===== src/rtl/fsm_pkg.sv =====
`default_nettype none
// ============================================================================
//  Module : fsm_pkg
//  Shared 2-bit state encoding for the sequence detectors and pattern generator.
//  Rev    : 1.0  initial release
// ============================================================================
package fsm_pkg;

  localparam logic [1:0] IDLE  = 2'b00;
  localparam logic [1:0] SHIFT = 2'b01;
  localparam logic [1:0] GAP   = 2'b10;
  localparam logic [1:0] DONE  = 2'b11;

  typedef enum logic [1:0] {
    ST_IDLE  = IDLE,
    ST_SHIFT = SHIFT,
    ST_GAP   = GAP,
    ST_DONE  = DONE
  } state_t;

  // Counter width helper: a zero-width counter is never allowed.
  function automatic int unsigned clog2_min1(input int unsigned n);
    return (n > 1) ? $clog2(n) : 1;
  endfunction

endpackage
`default_nettype wire


===== src/rtl/seq_piso.sv =====
`default_nettype none
// ============================================================================
//  Module : seq_piso
//  Loadable parallel-in serial-out shift register, MSB out first, zero fill.
//  Rev    : 1.0  initial release
// ============================================================================
module seq_piso #(
  parameter int PAT_W = 3
) (
  input  logic             clk,
  input  logic             reset,
  input  logic             load,
  input  logic             shift,
  input  logic [PAT_W-1:0] din,
  output logic             sout
);

  logic [PAT_W-1:0] r_sr;

  always_ff @(posedge clk) begin
    if (reset) begin
      r_sr <= '0;
    end else if (load) begin
      r_sr <= din;
    end else if (shift) begin
      r_sr <= r_sr << 1;
    end
  end

  assign sout = r_sr[PAT_W-1];

endmodule
`default_nettype wire


===== src/rtl/seq_pattern_gen.sv =====
`default_nettype none
// ============================================================================
//  Module : seq_pattern_gen
//  Serial pattern transmitter: PAT_W-bit pattern, MSB first, repeated with gaps.
//  Rev    : 1.0  initial release
// ============================================================================
module seq_pattern_gen
  import fsm_pkg::*;
#(
  parameter int PAT_W   = 3,
  parameter int CNT_W   = 4,
  parameter int GAP_CYC = 2
) (
  input  logic             clk,
  input  logic             reset,
  input  logic             start_valid,
  output logic             start_ready,
  input  logic [PAT_W-1:0] pattern,
  input  logic [CNT_W-1:0] repeat_cnt,
  output logic             bit_out,
  output logic             bit_valid,
  output logic             busy,
  output logic             done
);

  localparam int unsigned c_IDX_W   = clog2_min1(PAT_W);
  localparam int unsigned c_GAP_W   = clog2_min1(GAP_CYC + 1);
  localparam bit          c_HAS_GAP = (GAP_CYC > 0);
  localparam logic [c_IDX_W-1:0] c_IDX_MAX  = c_IDX_W'(PAT_W - 1);
  localparam logic [c_GAP_W-1:0] c_GAP_LAST = c_GAP_W'(c_HAS_GAP ? GAP_CYC - 1 : 0);

  state_t             r_state;
  state_t             w_nxt;
  logic [c_IDX_W-1:0] r_idx;
  logic [CNT_W-1:0]   r_rem;
  logic [c_GAP_W-1:0] r_gap;
  logic [PAT_W-1:0]   r_pat;

  logic               w_load;
  logic               w_shift;
  logic [PAT_W-1:0]   w_din;

  // The shift register holds the bit being sent in its MSB; it is loaded with
  // zero whenever no bit follows, so its output doubles as the registered bit_out.
  always_comb begin
    w_nxt   = r_state;
    w_load  = 1'b0;
    w_shift = 1'b0;
    w_din   = r_pat;
    case (r_state)
      ST_IDLE: begin
        if (start_valid) begin
          w_load = 1'b1;
          if (repeat_cnt == '0) begin
            w_nxt = ST_DONE;
            w_din = '0;
          end else begin
            w_nxt = ST_SHIFT;
            w_din = pattern;
          end
        end
      end
      ST_SHIFT: begin
        if (r_idx != '0) begin
          w_shift = 1'b1;
        end else begin
          w_load = 1'b1;
          if (r_rem == CNT_W'(1)) begin
            w_nxt = ST_DONE;
            w_din = '0;
          end else if (c_HAS_GAP) begin
            w_nxt = ST_GAP;
            w_din = '0;
          end else begin
            w_nxt = ST_SHIFT;
          end
        end
      end
      ST_GAP: begin
        if (r_gap == '0) begin
          w_nxt  = ST_SHIFT;
          w_load = 1'b1;
        end
      end
      ST_DONE: begin
        w_nxt = ST_IDLE;
      end
      default: begin
        w_nxt = ST_IDLE;
      end
    endcase
  end

  always_ff @(posedge clk) begin
    if (reset) begin
      r_state     <= ST_IDLE;
      r_idx       <= '0;
      r_rem       <= '0;
      r_gap       <= '0;
      r_pat       <= '0;
      start_ready <= 1'b1;
      bit_valid   <= 1'b0;
      busy        <= 1'b0;
      done        <= 1'b0;
    end else begin
      r_state     <= w_nxt;
      start_ready <= (w_nxt == ST_IDLE);
      bit_valid   <= (w_nxt == ST_SHIFT);
      busy        <= (w_nxt != ST_IDLE);
      done        <= (w_nxt == ST_DONE);
      case (r_state)
        ST_IDLE: begin
          if (start_valid) begin
            r_pat <= pattern;
            r_rem <= repeat_cnt;
            r_idx <= c_IDX_MAX;
          end
        end
        ST_SHIFT: begin
          if (r_idx != '0) begin
            r_idx <= r_idx - 1'b1;
          end else begin
            // remaining is at least 1 here, so this decrement cannot wrap
            r_idx <= c_IDX_MAX;
            r_rem <= r_rem - 1'b1;
            r_gap <= c_GAP_LAST;
          end
        end
        ST_GAP: begin
          if (r_gap != '0) begin
            r_gap <= r_gap - 1'b1;
          end
        end
        default: begin
        end
      endcase
    end
  end

  seq_piso #(
    .PAT_W (PAT_W)
  ) u_piso (
    .clk   (clk),
    .reset (reset),
    .load  (w_load),
    .shift (w_shift),
    .din   (w_din),
    .sout  (bit_out)
  );

endmodule
`default_nettype wire


===== config.mk =====
export PLATFORM = sky130hd
export DESIGN_NAME = seq_pattern_gen
export DESIGN_NICKNAME = d
export VERILOG_FILES = /design/src/rtl/fsm_pkg.sv /design/src/rtl/seq_piso.sv /design/src/rtl/seq_pattern_gen.sv
export SDC_FILE = /design/constraint.sdc
export NUM_CORES = 1
export LEC_CHECK = 0
export ABC_CLOCK_PERIOD_IN_PS = 1200
export CAP_MARGIN = 20
export CORE_ASPECT_RATIO = 1.25
export CORE_UTILIZATION = 40
export CTS_CLUSTER_DIAMETER = 50
export DETAILED_ROUTE_END_ITERATION = 10
export PLACE_DENSITY_LB_ADDON = 0.15
export SETUP_SLACK_MARGIN = 0.05
export SYNTH_ARGS = -nofsm -noshare
export SYNTH_HDL_FRONTEND = slang
export SYNTH_SLANG_ARGS = --single-unit

===== constraint.sdc =====
create_clock -name clk -period 1.2 [get_ports clk]
set_input_delay 0.24 -clock clk [delete_from_list [all_inputs] [get_ports clk]]
set_output_delay 0.24 -clock clk [all_outputs]
set_load 0.1 [all_outputs]

# Yosys cells after proc, flatten, opt, wreduce, memory -nomap -nowiden
# Cells that the tools add are included.
# totals
register_bits,20
latchBits,0
ram_bits,0
rom_bits,0
input_bits,10
word_cells,63
mem_count,0
# op_classes
addsub,3
mul,0
div_mod_pow,0
n_lt_le_gt_ge,0
n_eq_ne,9
shifts,0
mux,27
bitwise,0
reduce_logical,14
# op_table
op,n
$mux W2,8
$mux W3,5
$reduce_bool A2 Y1,6
$mux W4,2
$pmux W2 S2,2
$pmux W2 S4,1
$pmux W4 S2,1
$eq A2 B2 Y1 const B,3
$logic_not A2 Y1,3
$mux W1,6
$ne A2 B2 Y1 const B,3
$pmux W3 S2,1
$reduce_and A3 Y1,2
$eq A2 B1 Y1 const B,2
$eq A4 B1 Y1 const B,1
$logic_not A4 Y1,1
$reduce_and A2 Y1,2
$sub A2 B1 Y2 const B,2
$sub A4 B1 Y4 const B,1
$pmux W1 S3,1

# Longest topological paths before layout
# depth
word_depth,5
depth_mapped,6
depth_no_buf,6

# Hierarchy
# Synthesis repeated with hierarchy kept, for this count alone.
# unflattened
hier_cells,117
area_unflattened_um2,1067.3
# modules_own_cells
module,n_inst,cells_each,area_per_inst_um2,seq_area_each_um2
seq_pattern_gen,1,104,933.4,340.3
seq_piso,1,13,133.9,60.1

# Least setup slack after synthesis
# No wires, ideal clock.
# synth_timing
kind,register -> register
startpoint,register u_piso.r_sr[2] (netlist name)
endpoint,register u_piso.r_sr[2]
setup_time_ps,91
arrival_time_ps,1335
t_required_ps,1109
path_slack_ps,-226
stages_incl_launch_ff,3
n_path_buf,0
path_cell_list,dfxtp_1 mux2i_1 a311oi_1
# synth_lines
element,line_no,text
to (signal assigned),seq_piso.sv:24,r_sr <= din;
to (signal assigned),seq_piso.sv:26,r_sr <= r_sr << 1;
to (decl),seq_piso.sv:18,logic [PAT_W-1:0] r_sr;

# Final worst setup path
# layout_timing
startpoint,register r_state[1]
endpoint,register u_piso.r_sr[0]
# layout_between
elab_chain_len,3
word_cells_on_any_way,8
cone_classes,eq/ne: 2; mux: 4; reduce/logical: 2
# layout_rtl
element,line_no,text
from (decl),seq_pattern_gen.sv:32,state_t r_state;
from (signal assigned),seq_pattern_gen.sv:106,r_state <= w_nxt;
"$eq A2 B2 Y1, or another cell as far along",seq_pattern_gen.sv:50,case (r_state)
"$pmux W1 S3, or another cell as far along",seq_pattern_gen.sv:50,
$mux W3 or $reduce_bool A2 Y1 (tied branches),n/a,
# Parallel ways exist; a longest one is shown, timed or not.
# A chain may end at the register's enable or synchronous reset.

==> results.json <==
{
  "fin_area_um2": 1940,
  "arrival_ps": 1580,
  "start_util_pct": 41.8,
  "synth.top_cell.area_share_pct": 36.1,
  "ys_ff_latch": 20,
  "yosys-top-cells-area": "dfxtp_1, ha_1, a21oi_1, nor2_1, mux2i_1",
  "grt_remaining_overflow": 0,
  "setup_viol_count_final": 15,
  "grt_max_degree": 21,
  "cts_tree": "done",
  "via_count": 1081,
  "ant_nets": 0,
  "outcome": "finished with violations",
  "coreArea_um2": 2650,
  "clock-sinks": 20,
  "utilization_pct": 73.3,
  "synth_top_family_by_area": "compound AO/OA/AOI/OAI gates",
  "synthesis.nets": 138,
  "syn_area_um2": 1110,
  "synth_cell_types": 40,
  "grt_usage_pct": 19.4,
  "min_path_type": "register to register",
  "clk_path_buf_depth": 2,
  "io_pins": 15,
  "wl_mm": 3.24,
  "cts_root_buffer": "clkbuf_4",
  "fp.dieW_um": 49.1,
  "peakVddDrop_mv": 1.09,
  "place_congestion": 0.805,
  "met2_length_mm": 1.74,
  "power.leakage_uw": 0.000761,
  "fin_nets": 187,
  "die_area_um2": 2990,
  "numCtsBuffers": 3,
  "syn_to_final_growth_pct": 75.4,
  "max_freq_mhz": 738,
  "avgSynthCellArea_um2": 9.01,
  "maxSlewHeadroom_pct": 80.4,
  "clkLatencyLatePin_ps": 320,
  "wl_met1_mm": 1.37,
  "wl_per_cell_um": 15.8,
  "setup_ws_ps": -154,
  "first_pass_iters": 4,
  "met3_length_um": 56,
  "top_layer": "met4",
  "synth_xor_area_share_pct": 0,
  "slowest_delay_ps": 360,
  "synth_area_leader_cell": "dfxtp_1",
  "worst-setup-path-type": "register to register",
  "period_share_pct": 113,
  "cp_cell_sequence": "buf_12 -> buf_4 -> o21ai_0 -> nor2_1 -> a2111oi_4",
  "hold_violations": 0,
  "crit_required_ps": 1430,
  "synth-adder-area-share_pct": 5.64,
  "rows": 21,
  "violations": "negative setup slack",
  "fillers": 189,
  "synth-simple-area-share_pct": 23.8,
  "synth-compound-area-share_pct": 26.1,
  "h-tree-depth": 1,
  "clk_pin_slew_worst_paths_ps": 130,
  "synth.yosys.seq_area_share_pct": 36.1,
  "synth.mux.area_fraction_pct": 2.71,
  "critPathMaxFanout": 6,
  "yosys_warnings": 0,
  "syn_inst": 123,
  "port_buffers": 14,
  "drv_slew": 0,
  "endpoint_kind": "register",
  "grt_pass1_wl_mm": 4.36,
  "die_h_um": 60.9,
  "min_period_ps": 1350,
  "antenna_found_initial": 0,
  "drc": 0,
  "drt_iter0_markers": 27,
  "place_area_um2": 1590,
  "rsz0062_at_grt": "yes",
  "antenna_cells": 0,
  "cp_slowest_cell": "dfxtp_2",
  "grt_pass1_vias": 1035,
  "max_slew.worst_pin.slew_ps": 292,
  "startpoint_type": "register",
  "cap_violations": 0,
  "dpl.hpwl_mm": 1.94,
  "clock_skew_ps": 3.00,
  "routed_via_density": 5.27,
  "final_layout_size_suffix_gt1_share_pct": 62.0,
  "power_density_nw_per_um2": 1890
}
## synthesized netlist by cell type, drive strengths merged
| library cell | n |
|---|---|
| nand2b | 3 |
| o22a | 2 |
| and2 | 3 |
| ha | 5 |
| buf | 4 |
| a31oi | 1 |
| o41ai | 1 |
| a221oi | 1 |
| a21boi | 2 |
| nand2 | 7 |
| a311oi | 2 |
| o21a | 1 |
| nand3 | 5 |
| inv | 7 |
| clkbuf | 2 |
| or4 | 1 |
| nor3 | 3 |
| a21oi | 11 |
| mux2i | 3 |
| nor3b | 3 |
| o21ai | 10 |
| nand3b | 1 |
| dfxtp | 20 |
| nor2b | 1 |
| a211oi | 3 |
| a21o | 4 |
| nor4b | 1 |
| a2111oi | 1 |
| nor2 | 15 |
## cells by family (layout without fill, tap and decap cells)
kind of cell | Yosys count | after routing
compound gates | 39 | 39
flops | 20 | 20
fa+ha+maj | 5 | 5
mux | 3 | 3
simple gates | 43 | 43
buf+inv | 13 | 61
## per-stage QoR
step / std cells / total power (µW) / hold slack (ps) / worst slack (ps) / TNS, ps
floorplan: 123 / 2020 / 387 / -69.9 / -261
finish: 205 / 3670 / 480 / -154 / -1140
detailed placement: 190 / 2610 / 465 / -550 / -7220
CTS: 200 / 3330 / 476 / -113 / -530
global placement: 190 / 2580 / 461 / -537 / -6800
global route: 205 / 3830 / 495 / -203 / -2120
## layer usage
metal  up-vias  global-route usage (%)
met4         0                    10.5
met3         6                    3.51
met2        11                    36.4
met1       530                    20.7
met5         -                       0
li1        534                       -
## state kept, by name (all words and copies together) (netlist names)
name / cells
r_rem: 4
r_pat: 3
u_piso.r_sr: 3
r_gap: 2
r_idx: 2
r_state: 2
bit_valid: 1
busy: 1
done: 1
start_ready: 1
## report_power, final
part / leakage (µW) / internal (µW) / switching [µW]
Clock: 0.0000279 / 338 / 240
Sequential: 0.000169 / 825 / 153
Combinational: 0.000563 / 1040 / 1070
Total: 0.000761 / 2210 / 1470
## placed cells by master (no fill, tap or decap), types with 2 or more instances in the layout
| master | netlist | layout |
|---|---|---|
| buf_12 | 0 | 8 |
| nor2_1 | 12 | 9 |
| nor2_4 | 1 | 4 |
| nand2b_4 | 2 | 2 |
| nand3_2 | 0 | 4 |
| dfxtp_1 | 20 | 8 |
| ha_4 | 0 | 3 |
| o21ai_0 | 3 | 2 |
| clkdlybuf4s50_1 | 0 | 4 |
| nand2_1 | 6 | 5 |
| inv_2 | 0 | 4 |
| nand2_4 | 0 | 2 |
| nor2_2 | 2 | 2 |
| and2_1 | 3 | 2 |
| a21oi_2 | 1 | 6 |
| buf_6 | 1 | 9 |
| a21oi_1 | 10 | 4 |
| nor3b_2 | 1 | 3 |
| dlygate4sd2_1 | 0 | 5 |
| o22a_1 | 2 | 2 |
| o21ai_1 | 6 | 7 |
| mux2i_1 | 3 | 2 |
| buf_4 | 1 | 24 |
| dfxtp_2 | 0 | 11 |
| a211oi_1 | 3 | 2 |
| clkbuf_4 | 0 | 3 |
| a311oi_1 | 2 | 2 |
| a21o_1 | 3 | 3 |
| inv_1 | 7 | 3 |
## path summary, 6_finish.rpt
| path | startpoint | to | slack (ps) | depth (start not counted) |
|---|---|---|---|---|
| worst min register to register | r_idx[0]$_SDFFE_PP0P_ | r_idx[0]$_SDFFE_PP0P_ | 480 | 2 |
| worst min-delay path | r_idx[0]$_SDFFE_PP0P_ | r_idx[0]$_SDFFE_PP0P_ | 480 | 2 |
| worst max register to register | r_state[1]$_SDFF_PP0_ | u_piso.r_sr[0]$_SDFFE_PP0P_ | -150 | 5 |
| worst max-delay path | r_state[1]$_SDFF_PP0_ | u_piso.r_sr[0]$_SDFFE_PP0P_ | -150 | 5 |
## cell type report
cell class              instances  area, µm²  area share (%)
multi-input cells              90        880            45.2
repair buffers                 50        526            27.0
flip-flops and latches         20        418            21.5
well taps                      34       42.5            2.19
clock inverters                 1       30.0            1.54
inverters                       7       26.3            1.35
clock buffers                   3       22.5            1.16
## repair_timing
action,CTS,global route
endpoints found under the setup margin,20,23
buffers inserted,6,5
gates resized for setup,26,33
pin swaps,11,13
hold endpoints to repair,0,0
hold buffers,0,0
## worst max-delay path: cells and delay by family (launching register included)
kind	cells	cell delay (ps)
AOI/OAI and AO/OA	2	520
and+or+nand+nor	1	100
buffers and inverters	2	280
DFF	1	360
No activity file was read; power rests on OpenSTA's default activity.
